$ cat src/rtl/pwm_peripheral.sv
// 16-channel output stage: each bit forced low, held high, or driven by one shared 8-bit PWM waveform.
// Optional macro PWM_SYNC_UPDATE_EN shadows the duty value so it only changes at a period boundary.
module pwm_peripheral #(
    parameter int unsigned PRESCALE = 13
) (
    input  logic        clk,
    input  logic        rst_n,
    input  logic [7:0]  en_reg_out_7_0,
    input  logic [7:0]  en_reg_out_15_8,
    input  logic [7:0]  en_reg_pwm_7_0,
    input  logic [7:0]  en_reg_pwm_15_8,
    input  logic [7:0]  pwm_duty_cycle,
    output logic [15:0] out,
    output logic        period_start
);

    localparam int unsigned PRESC_W = 16;
    localparam int unsigned CNT_W   = 8;
    localparam int unsigned OUT_W   = 16;
    localparam logic [PRESC_W-1:0] PRESC_LAST = PRESC_W'(PRESCALE - 1);
    localparam logic [CNT_W-1:0]   CNT_LAST   = CNT_W'(255);

    logic [PRESC_W-1:0] presc_q, presc_d;
    logic [CNT_W-1:0]   pwm_cnt_q, pwm_cnt_d;
    logic [OUT_W-1:0]   out_q, out_d;
    logic               period_start_q, period_start_d;
    logic [CNT_W-1:0]   duty_act_c;
    logic               tick_c;
    logic               wrap_c;
    logic               pwm_c;
    logic [OUT_W-1:0]   en_out_c;
    logic [OUT_W-1:0]   en_pwm_c;

    // Prescaler and period counter advance together; wrap marks the last step of a period.
    always_comb begin
        tick_c    = 1'b0;
        wrap_c    = 1'b0;
        presc_d   = presc_q;
        pwm_cnt_d = pwm_cnt_q;
        tick_c    = (presc_q == PRESC_LAST);
        wrap_c    = tick_c && (pwm_cnt_q == CNT_LAST);
        if (tick_c) begin
            presc_d   = '0;
            pwm_cnt_d = pwm_cnt_q + CNT_W'(1);
        end else begin
            presc_d   = presc_q + PRESC_W'(1);
        end
    end

`ifdef PWM_SYNC_UPDATE_EN
    logic [CNT_W-1:0] duty_q, duty_d;

    // Shadow duty is loaded on the wrap edge, so it first applies at pwm_cnt=0.
    always_comb begin
        duty_d = duty_q;
        if (wrap_c) begin
            duty_d = pwm_duty_cycle;
        end
        duty_act_c = duty_q;
    end

    always_ff @(posedge clk or negedge rst_n) begin
        if (!rst_n) begin
            duty_q <= '0;
        end else begin
            duty_q <= duty_d;
        end
    end
`else
    always_comb begin
        duty_act_c = pwm_duty_cycle;
    end
`endif

    // 0xFF is treated as fully on rather than 255/256.
    always_comb begin
        pwm_c          = 1'b0;
        en_out_c       = {en_reg_out_15_8, en_reg_out_7_0};
        en_pwm_c       = {en_reg_pwm_15_8, en_reg_pwm_7_0};
        pwm_c          = (duty_act_c == CNT_W'(255)) || (pwm_cnt_q < duty_act_c);
        out_d          = en_out_c & (~en_pwm_c | {OUT_W{pwm_c}});
        period_start_d = wrap_c;
    end

    always_ff @(posedge clk or negedge rst_n) begin
        if (!rst_n) begin
            presc_q        <= '0;
            pwm_cnt_q      <= '0;
            out_q          <= '0;
            period_start_q <= 1'b0;
        end else begin
            presc_q        <= presc_d;
            pwm_cnt_q      <= pwm_cnt_d;
            out_q          <= out_d;
            period_start_q <= period_start_d;
        end
    end

    assign out          = out_q;
    assign period_start = period_start_q;

endmodule

$ cat config.mk
export PLATFORM = sky130hd
export DESIGN_NAME = pwm_peripheral
export DESIGN_NICKNAME = d
export VERILOG_FILES = /design/src/rtl/pwm_peripheral.sv
export SDC_FILE = /design/constraint.sdc
export NUM_CORES = 1
export LEC_CHECK = 0
export CORE_ASPECT_RATIO = 0.75
export CORE_MARGIN = 8
export CORE_UTILIZATION = 50
export CTS_CLUSTER_DIAMETER = 200
export DETAILED_ROUTE_END_ITERATION = 8
export PLACE_DENSITY = 0.93
export SYNTH_ARGS = -nofsm -noshare
export SYNTH_HDL_FRONTEND = slang
export SYNTH_SLANG_ARGS = --single-unit
$ cat constraint.sdc
create_clock -name clk -period 4.9 [get_ports clk]
set_input_delay 0.98 -clock clk [delete_from_list [all_inputs] [get_ports clk]]
set_output_delay 0.98 -clock clk [all_outputs]
set_load 0.05 [all_outputs]
; Word level (Yosys, flattened, before mapping)
; Cells that the tools add are included.
[word_totals]
in_bits = 42
elab_cells = 16
output_inout_bits = 17
ff_bits = 41
[op_classes]
bitwise = 3
n_addsub = 2
muxes = 1
n_reduce_logical = 2
magnitude_cmp = 1
n_eq_ne = 3
[op_table]
columns = operator, n
row1 = adder 16 x 1 -> 16 bit (second input constant), 1
row2 = AND 16 bit, 1
row3 = equality test 16 x 4 -> 1 bit (second input constant), 1
row4 = equality test 8 bit (second input constant), 2
row5 = 2-to-1 mux 16 bit, 1
row6 = NOT 16 bit, 1
row7 = OR 16 bit, 1
row8 = adder 8 x 1 -> 8 bit (second input constant), 1
row9 = < comparator 8 bit, 1
row10 = logical AND 1 bit, 1
row11 = logical OR 1 bit, 1

; Longest topological paths before layout
; Gate-level depths: netlist of run 1.
[depth]
ltp_word = 4
ltp_mapped = 7

; Worst setup path after synthesis of run 1
; No wires, ideal clock.
[synth_path]
kind = in2reg
start = input port pwm_duty_cycle[6]
end = register out_q[10] (netlist: out[10])
t_arrival_ps = 2163
cell_stages = 7
setup_ps = 122
setup_slack_ps = 2615
cell_sequence = inv_1 > ha_1 > and4_1 > o21ai_1 > o32ai_4 > buf_6 > a21boi_2
[synth_via]
elab_chain_cells = 4
[synth_lines]
columns = element, line_no
row1 = "start, declared", 12  ; input logic [7:0] pwm_duty_cycle,
row2 = < comparator 8 bit / equality test 8 bit (equally long branches), 80  ; pwm_c = (duty_act_c == CNT_W'(255)) || (pwm_cnt_q < duty_act_c);
row3 = logical OR 1 bit (*), 80
row4 = OR 16 bit (*), 81  ; out_d = en_out_c & (~en_pwm_c | {OUT_W{pwm_c}});
row5 = AND 16 bit (*), 81
row6 = named net out_d[10], 25  ; logic [OUT_W-1:0] out_q, out_d;
row7 = "end signal, assigned", 94  ; out_q <= out_d;
row8 = "end, declared", 25
; The timed path passes the listed nets; every way through them passes the cells marked *.
; A chain may end at the register's enable or synchronous reset.

; Worst setup path after layout of run 1
[layout_path]
start = input port pwm_duty_cycle[6]
end = register out_q[15] (netlist: out[15])
; Same word-level chain as after synthesis.

==> metrics.txt, run 1 <==
routed wire length=4090 um; clk sink count=41; GP Congestion=0.739; Synth warnings=0; DRT antenna net count=0; relative slew slack=42.4%; endpoints failing hold=0; largest family of logic cells by synthesized area=simple AND/OR/NAND/NOR gates; syn_area_per_cell=12.7 sq um; worst min path class=register to register; WP data arrival=3.05 ns; RSZ-0062 raised after global routing=false; Clock transition at path regs=0.07 ns; WL met2=1960 um; HPWL Detailed=3340 um; period utilization=59.7%; critical path capture point type=register; Num CTS Buffers=5; critical path class=input port to register; fmax=0.342 GHz; initial antenna violation count=0; total negative slack=0 ns; crit path max-delay cell type=o32ai_4; post-synthesis simple-gate area fraction=16.8%; Post-Syn Nets=209; site row count=20; total power=0.678 mW; startpoint types=input port; Yosys top cell by area=dfrtp_1; H-tree Lvls=2; PwrDens=250 nW/um^2; postcts setup bufs=0; top_reg_cell synth=dfrtp_1; placed cell count=268; Port Buffers=58; post-synth top area share=51.6%; Synth top cells by count=dfrtp_1, xnor2_1; Synth Instances=157; post-synthesis sequential area ratio=51.6%; measured slew at the worst slew-check pin=0.864 ns; Cell variety after synth=34; vias in the first global route=1,555; drt pass-1 iters=5; Root Driver=clkbuf_8; largest net degree at the start of global routing=42; DR DRC count=0; CP required=5.03 ns; post-route cell area=2710 sq um; # hold bufs at CTS=0; adder-cell share of the synthesized area=6.30%; Synth async-reset ratio=100%; Final nets=272; Compound-Gate Fraction of Synth Area=12.5%; Initial DRC Count=70; fin crit period=2.92 ns; met3 routed WL=446 um; synthesized area=1990 sq um; status=complete, no violations; most area-consuming cells after synthesis=dfrtp_1, ha_1, a21boi_2, xnor2_1, xor2_1; share of layout cells above drive strength 1=14.9%; mux contribution to synthesized area=0.567%; clk_lat worst skew=0.29 ns; n_diodes=0; Leak=1.19 nW; CTS tree=yes; Starting Density=50.6%; via density per instance=5.10; EDFF count, synth=0; # setup viols final=0; top-count cell post-synth=dfrtp_1; Max FO, Critical Path=16; fin. max-slew vios=0; die area=6270 sq um; average wire per standard cell=14.8 um; chip height=70.6 um; Core ar.=3930 sq um; Yosys reg bits=41; Post-Route Skew=0.00586 ns; Critical Path, Cell by Cell=clkdlybuf4s50_1 -> inv_1 -> ha_1 -> and4_1 -> o21ai_1 -> o32ai_4 -> a21boi_0; global-route wire length before repair=7070 um; Max VDD drop=0.181 mV; Max clock buf depth=2; Layout Area Growth over Synthesis=36.4%; Global Route Usage Sum=14.9%; CTS resizes=0; placed cell area=2610 sq um; max incr delay on CP=0.72 ns; M1 WL=1610 um; xor/xnor share of the synthesized area=9.26%; die width=88.8 um; total grt overflow=0; max-cap violation count=0; Ports=59; Non-Filler Instances=276; Vias=1,408; top sig layer=met4
[worst max-delay path, delay by kind of cell]
kind | cells | cell delay, ns
AO/OA/AOI/OAI | 3 | 1.04
AND/OR/NAND/NOR | 1 | 0.20
adder cells (fa/ha/maj) | 1 | 0.30
buffers and inverters | 2 | 0.53
[layout by cell type, fill, tap and decap left out, types with 2 or more instances in the layout]
cell type        Yosys  layout
xor2_1               9       9
nand3_2              3       3
nand2_1              5       5
ha_1                10      10
dfrtp_1             41      41
xnor2_1             12      12
and4_4               2       2
nor2_1              10      10
clkbuf_8             0       7
nand4_1              6       6
and3_1               2       2
nor3_1               4       4
a21boi_0             6       6
clkdlybuf4s50_1      0      57
nand3_1              7       7
a21boi_2            10      10
inv_1               10      10
[through the flow]
stage	utilization, %	worst slack [ns]	hold slack, ns
2_1_floorplan	-	2.61	0.443
3_3_place_gp	66.4	1.75	0.457
3_5_place_dp	66.4	1.64	0.459
4_1_cts	69.0	1.94	0.471
5_1_grt	69.0	1.81	0.481
6_report	69.0	1.98	0.465
[layer usage]
layer  global-route usage [%]  up-vias
met4                     6.73        0
met3                     8.22        6
met1                     16.5      684
met5                        0        -
li1                         -      673
met2                     22.7       45
[power by group]
part | total [mW] | internal (mW) | switching, mW
sequential | 0.347 | 0.345 | 0.00192
combinational | 0.0945 | 0.0475 | 0.0470
clock | 0.237 | 0.127 | 0.110
[path summary, 6_finish.rpt]
kind / depth (start not counted) / startpoint / endpoint / slack [ns]
worst max-delay path: 7 / pwm_duty_cycle[6] / out[15] / 1.98
worst min-delay path: 1 / presc_q[15] / presc_q[15] / 0.46
worst max register to register: 5 / pwm_cnt_q[6] / out[15] / 2.73
worst min register to register: 1 / presc_q[15] / presc_q[15] / 0.46
max in group asynchronous: 1 / rst_n / out[0] / 3.56
min in group asynchronous: 1 / rst_n / pwm_cnt_q[7] / 0.79
[cells by family after synthesis]
kind of cell	after synthesis
simple gates	49
flops	41
compound gates	23
xor+xnor	21
buf+inv	12
fa+ha+maj	10
mux	1
[registers in the layout (all words and copies together), names as in the netlist]
register	flops
pwm_cnt_q	8
out	16
period_start	1
presc_q	16
[layout make-up]
cell class                 count  area [sq um]
clock buffer                   7          96.3
clock inverter                 1          5.00
tap                           55          68.8
inverter                      10          37.5
timing repair buffer          58           576
sequential                    41          1030
multi-input combinational    104           901
fill                         293          1220
(Power assumes the default switching activity.)
==> run 2, diff against run 1 <==
--- a/config.mk
+++ b/config.mk
@@ -7,10 +7,10 @@
 export LEC_CHECK = 0
 export CORE_ASPECT_RATIO = 0.75
 export CORE_MARGIN = 8
-export CORE_UTILIZATION = 50
+export CORE_UTILIZATION = 42
 export CTS_CLUSTER_DIAMETER = 200
 export DETAILED_ROUTE_END_ITERATION = 8
-export PLACE_DENSITY = 0.93
+export PLACE_DENSITY = 0.84
 export SYNTH_ARGS = -nofsm -noshare
 export SYNTH_HDL_FRONTEND = slang
 export SYNTH_SLANG_ARGS = --single-unit
==> constraint.sdc (replaced) <==
create_clock -name clk -period 2.41 [get_ports clk]
set_input_delay 0.482 -clock clk [delete_from_list [all_inputs] [get_ports clk]]
set_output_delay 0.482 -clock clk [all_outputs]
set_load 0.05 [all_outputs]
==> run 2 against run 1 <==
  * Combinational power grew 100%
  * Setup slack got worse by 1.7 ns
  * Total power rose by 130%
  * Critical path type unchanged
  * Largest power group unchanged
==> metrics.txt, run 2 (synthesis results as in run 1) <==
largest net degree at the start of global routing=42; drt pass-1 iters=4; Max VDD drop=0.476 mV; RSZ-0062 raised after global routing=false; endpoints failing hold=0; Vias=1,364; worst min path class=input port to asynchronous set/reset pin; DRT antenna net count=0; Leak=1.21 nW; fin. max-slew vios=0; vias in the first global route=1,358; Max clock buf depth=2; CTS resizes=0; Reg2Reg Depth=6; total grt overflow=0; fmax=0.473 GHz; H-tree Lvls=2; total power=1.56 mW; global-route wire length before repair=6770 um; Reg2Reg Launch Point=pwm_cnt_q[6]; Seq. cell area=1030 sq um; Ports=59; fin worst setup slack=0.294 ns; die area=7210 sq um; clk_lat worst skew=0.29 ns; RR Endpoint=out[6]; Critical Path, Cell by Cell=clkdlybuf4s50_1 -> inv_1 -> ha_1 -> and4_1 -> o21ai_1 -> o32ai_4 -> buf_4 -> a21boi_2; max-cap violation count=0; Max FO, Critical Path=8; routed wire length=4250 um; WP data arrival=2.30 ns; n_diodes=0; Num CTS Buffers=5; GP Congestion=0.772; Port Buffers=58; status=complete, no violations; Final nets=274; CP required=2.60 ns; initial antenna violation count=0; period utilization=87.8%; worst slack, placed=-0.0247 ns; CTS tree=yes; DR DRC count=0; clk sink count=41; share of layout cells above drive strength 1=15.7%; Post-Route Skew=0.0110 ns; max incr delay on CP=0.47 ns; critical path class=input port to register; startpoint types=input port; fill count=344; reg-to-reg slack, setup=0.55 ns; Layout Area Growth over Synthesis=39.1%; PwrDens=563 nW/um^2; Core ar.=4520 sq um; fin crit period=2.12 ns; # setup viols final=0; relative slew slack=42.8%; average wire per standard cell=15.2 um; Root Driver=clkbuf_8; total negative slack=0 ns; crit path max-delay cell type=clkdlybuf4s50_1; critical path capture point type=register; most frequent cells in the layout=clkdlybuf4s50_1, dfrtp_1, xnor2_1; site row count=21; postcts setup bufs=0; chip height=75.6 um; commonest non-fill, non-tap cell in the layout=clkdlybuf4s50_1; # hold bufs at CTS=0; Global Route Usage Sum=12.1%; Clock transition at path regs=0.09 ns; measured slew at the worst slew-check pin=0.858 ns; HPWL Detailed=3280 um; multi-input logic area=901 sq um; Starting Density=44.0%; die width=95.4 um; via density per instance=4.87; Initial DRC Count=47
## run 2: cell type report
cell class | count | area share [%]
Tap cell | 57 | 2.58
Multi-Input combinational cell | 104 | 32.6
Clock buffer | 5 | 2.49
Clock inverter | 3 | 2.49
Timing Repair Buffer | 60 | 21.4
Inverter | 10 | 1.36
Sequential cell | 41 | 37.1
## run 2: how the worst max path moves through the flow
stage / from / slack, ns / endpoint
final: pwm_duty_cycle[6] / 0.29 / out[6]
after global routing: pwm_duty_cycle[6] / 0.16 / out[6]
after CTS: pwm_duty_cycle[6] / 0.29 / out[6]
after detailed placement: pwm_duty_cycle[6] / -0.02 / out[6]
after global placement: pwm_duty_cycle[6] / 0.02 / out[10]
after floorplan: pwm_duty_cycle[6] / 0.62 / out[10]
## run 2: per-layer routing
metal	up-vias	GRT usage, %	routed length (um)
met5	-	0	0
met2	44	18.9	1850
met1	638	16.0	1980
li1	680	-	-
met3	2	4.23	410
met4	0	2.04	12
## run 2: per-stage QoR
stage,hold slack (ns),instances,area (sq um),util (%)
6_report,0.300,280,2760,61.2
5_1_grt,0.377,280,2760,61.2
4_1_cts,0.329,280,2760,61.2
3_5_place_dp,0.472,272,2630,58.1
3_3_place_gp,0.469,272,2630,58.1
2_1_floorplan,0.186,157,1990,-
## run 2: power breakdown
part	total, mW	switching (mW)	leakage [nW]	internal [mW]
clock	0.660	0.243	0.0687	0.417
sequential	0.705	0.00357	0.516	0.701
combinational	0.191	0.0944	0.628	0.0970
total	1.56	0.341	1.21	1.21
## run 2: critical path, delay by kind of cell
| kind | cells | cell delay, ns |
|---|---|---|
| AO/OA/AOI/OAI | 3 | 0.56 |
| buffers and inverters | 3 | 0.76 |
| adder cells (fa/ha/maj) | 1 | 0.31 |
| AND/OR/NAND/NOR | 1 | 0.19 |
==> run 3, diff against run 2 <==
--- a/config.mk
+++ b/config.mk
@@ -11,6 +11,7 @@
 export CTS_CLUSTER_DIAMETER = 200
 export DETAILED_ROUTE_END_ITERATION = 8
 export PLACE_DENSITY = 0.84
+export SKIP_LAST_GASP = 1
 export SYNTH_ARGS = -nofsm -noshare
 export SYNTH_HDL_FRONTEND = slang
 export SYNTH_SLANG_ARGS = --single-unit
==> constraint.sdc (replaced) <==
create_clock -name clk -period 2.41 [get_ports clk]
set_input_delay 0.482 -clock clk [delete_from_list [all_inputs] [get_ports clk]]
set_output_delay 0.482 -clock clk [all_outputs]
set_load 0.02 [all_outputs]
==> results of run 3 <==
The final DEF is identical to that of run 2. Status: complete, no violations.
Among the figures that moved: total power 1.56 mW -> 1.52 mW; worst IR drop on VDD 0.476 mV -> 0.464 mV
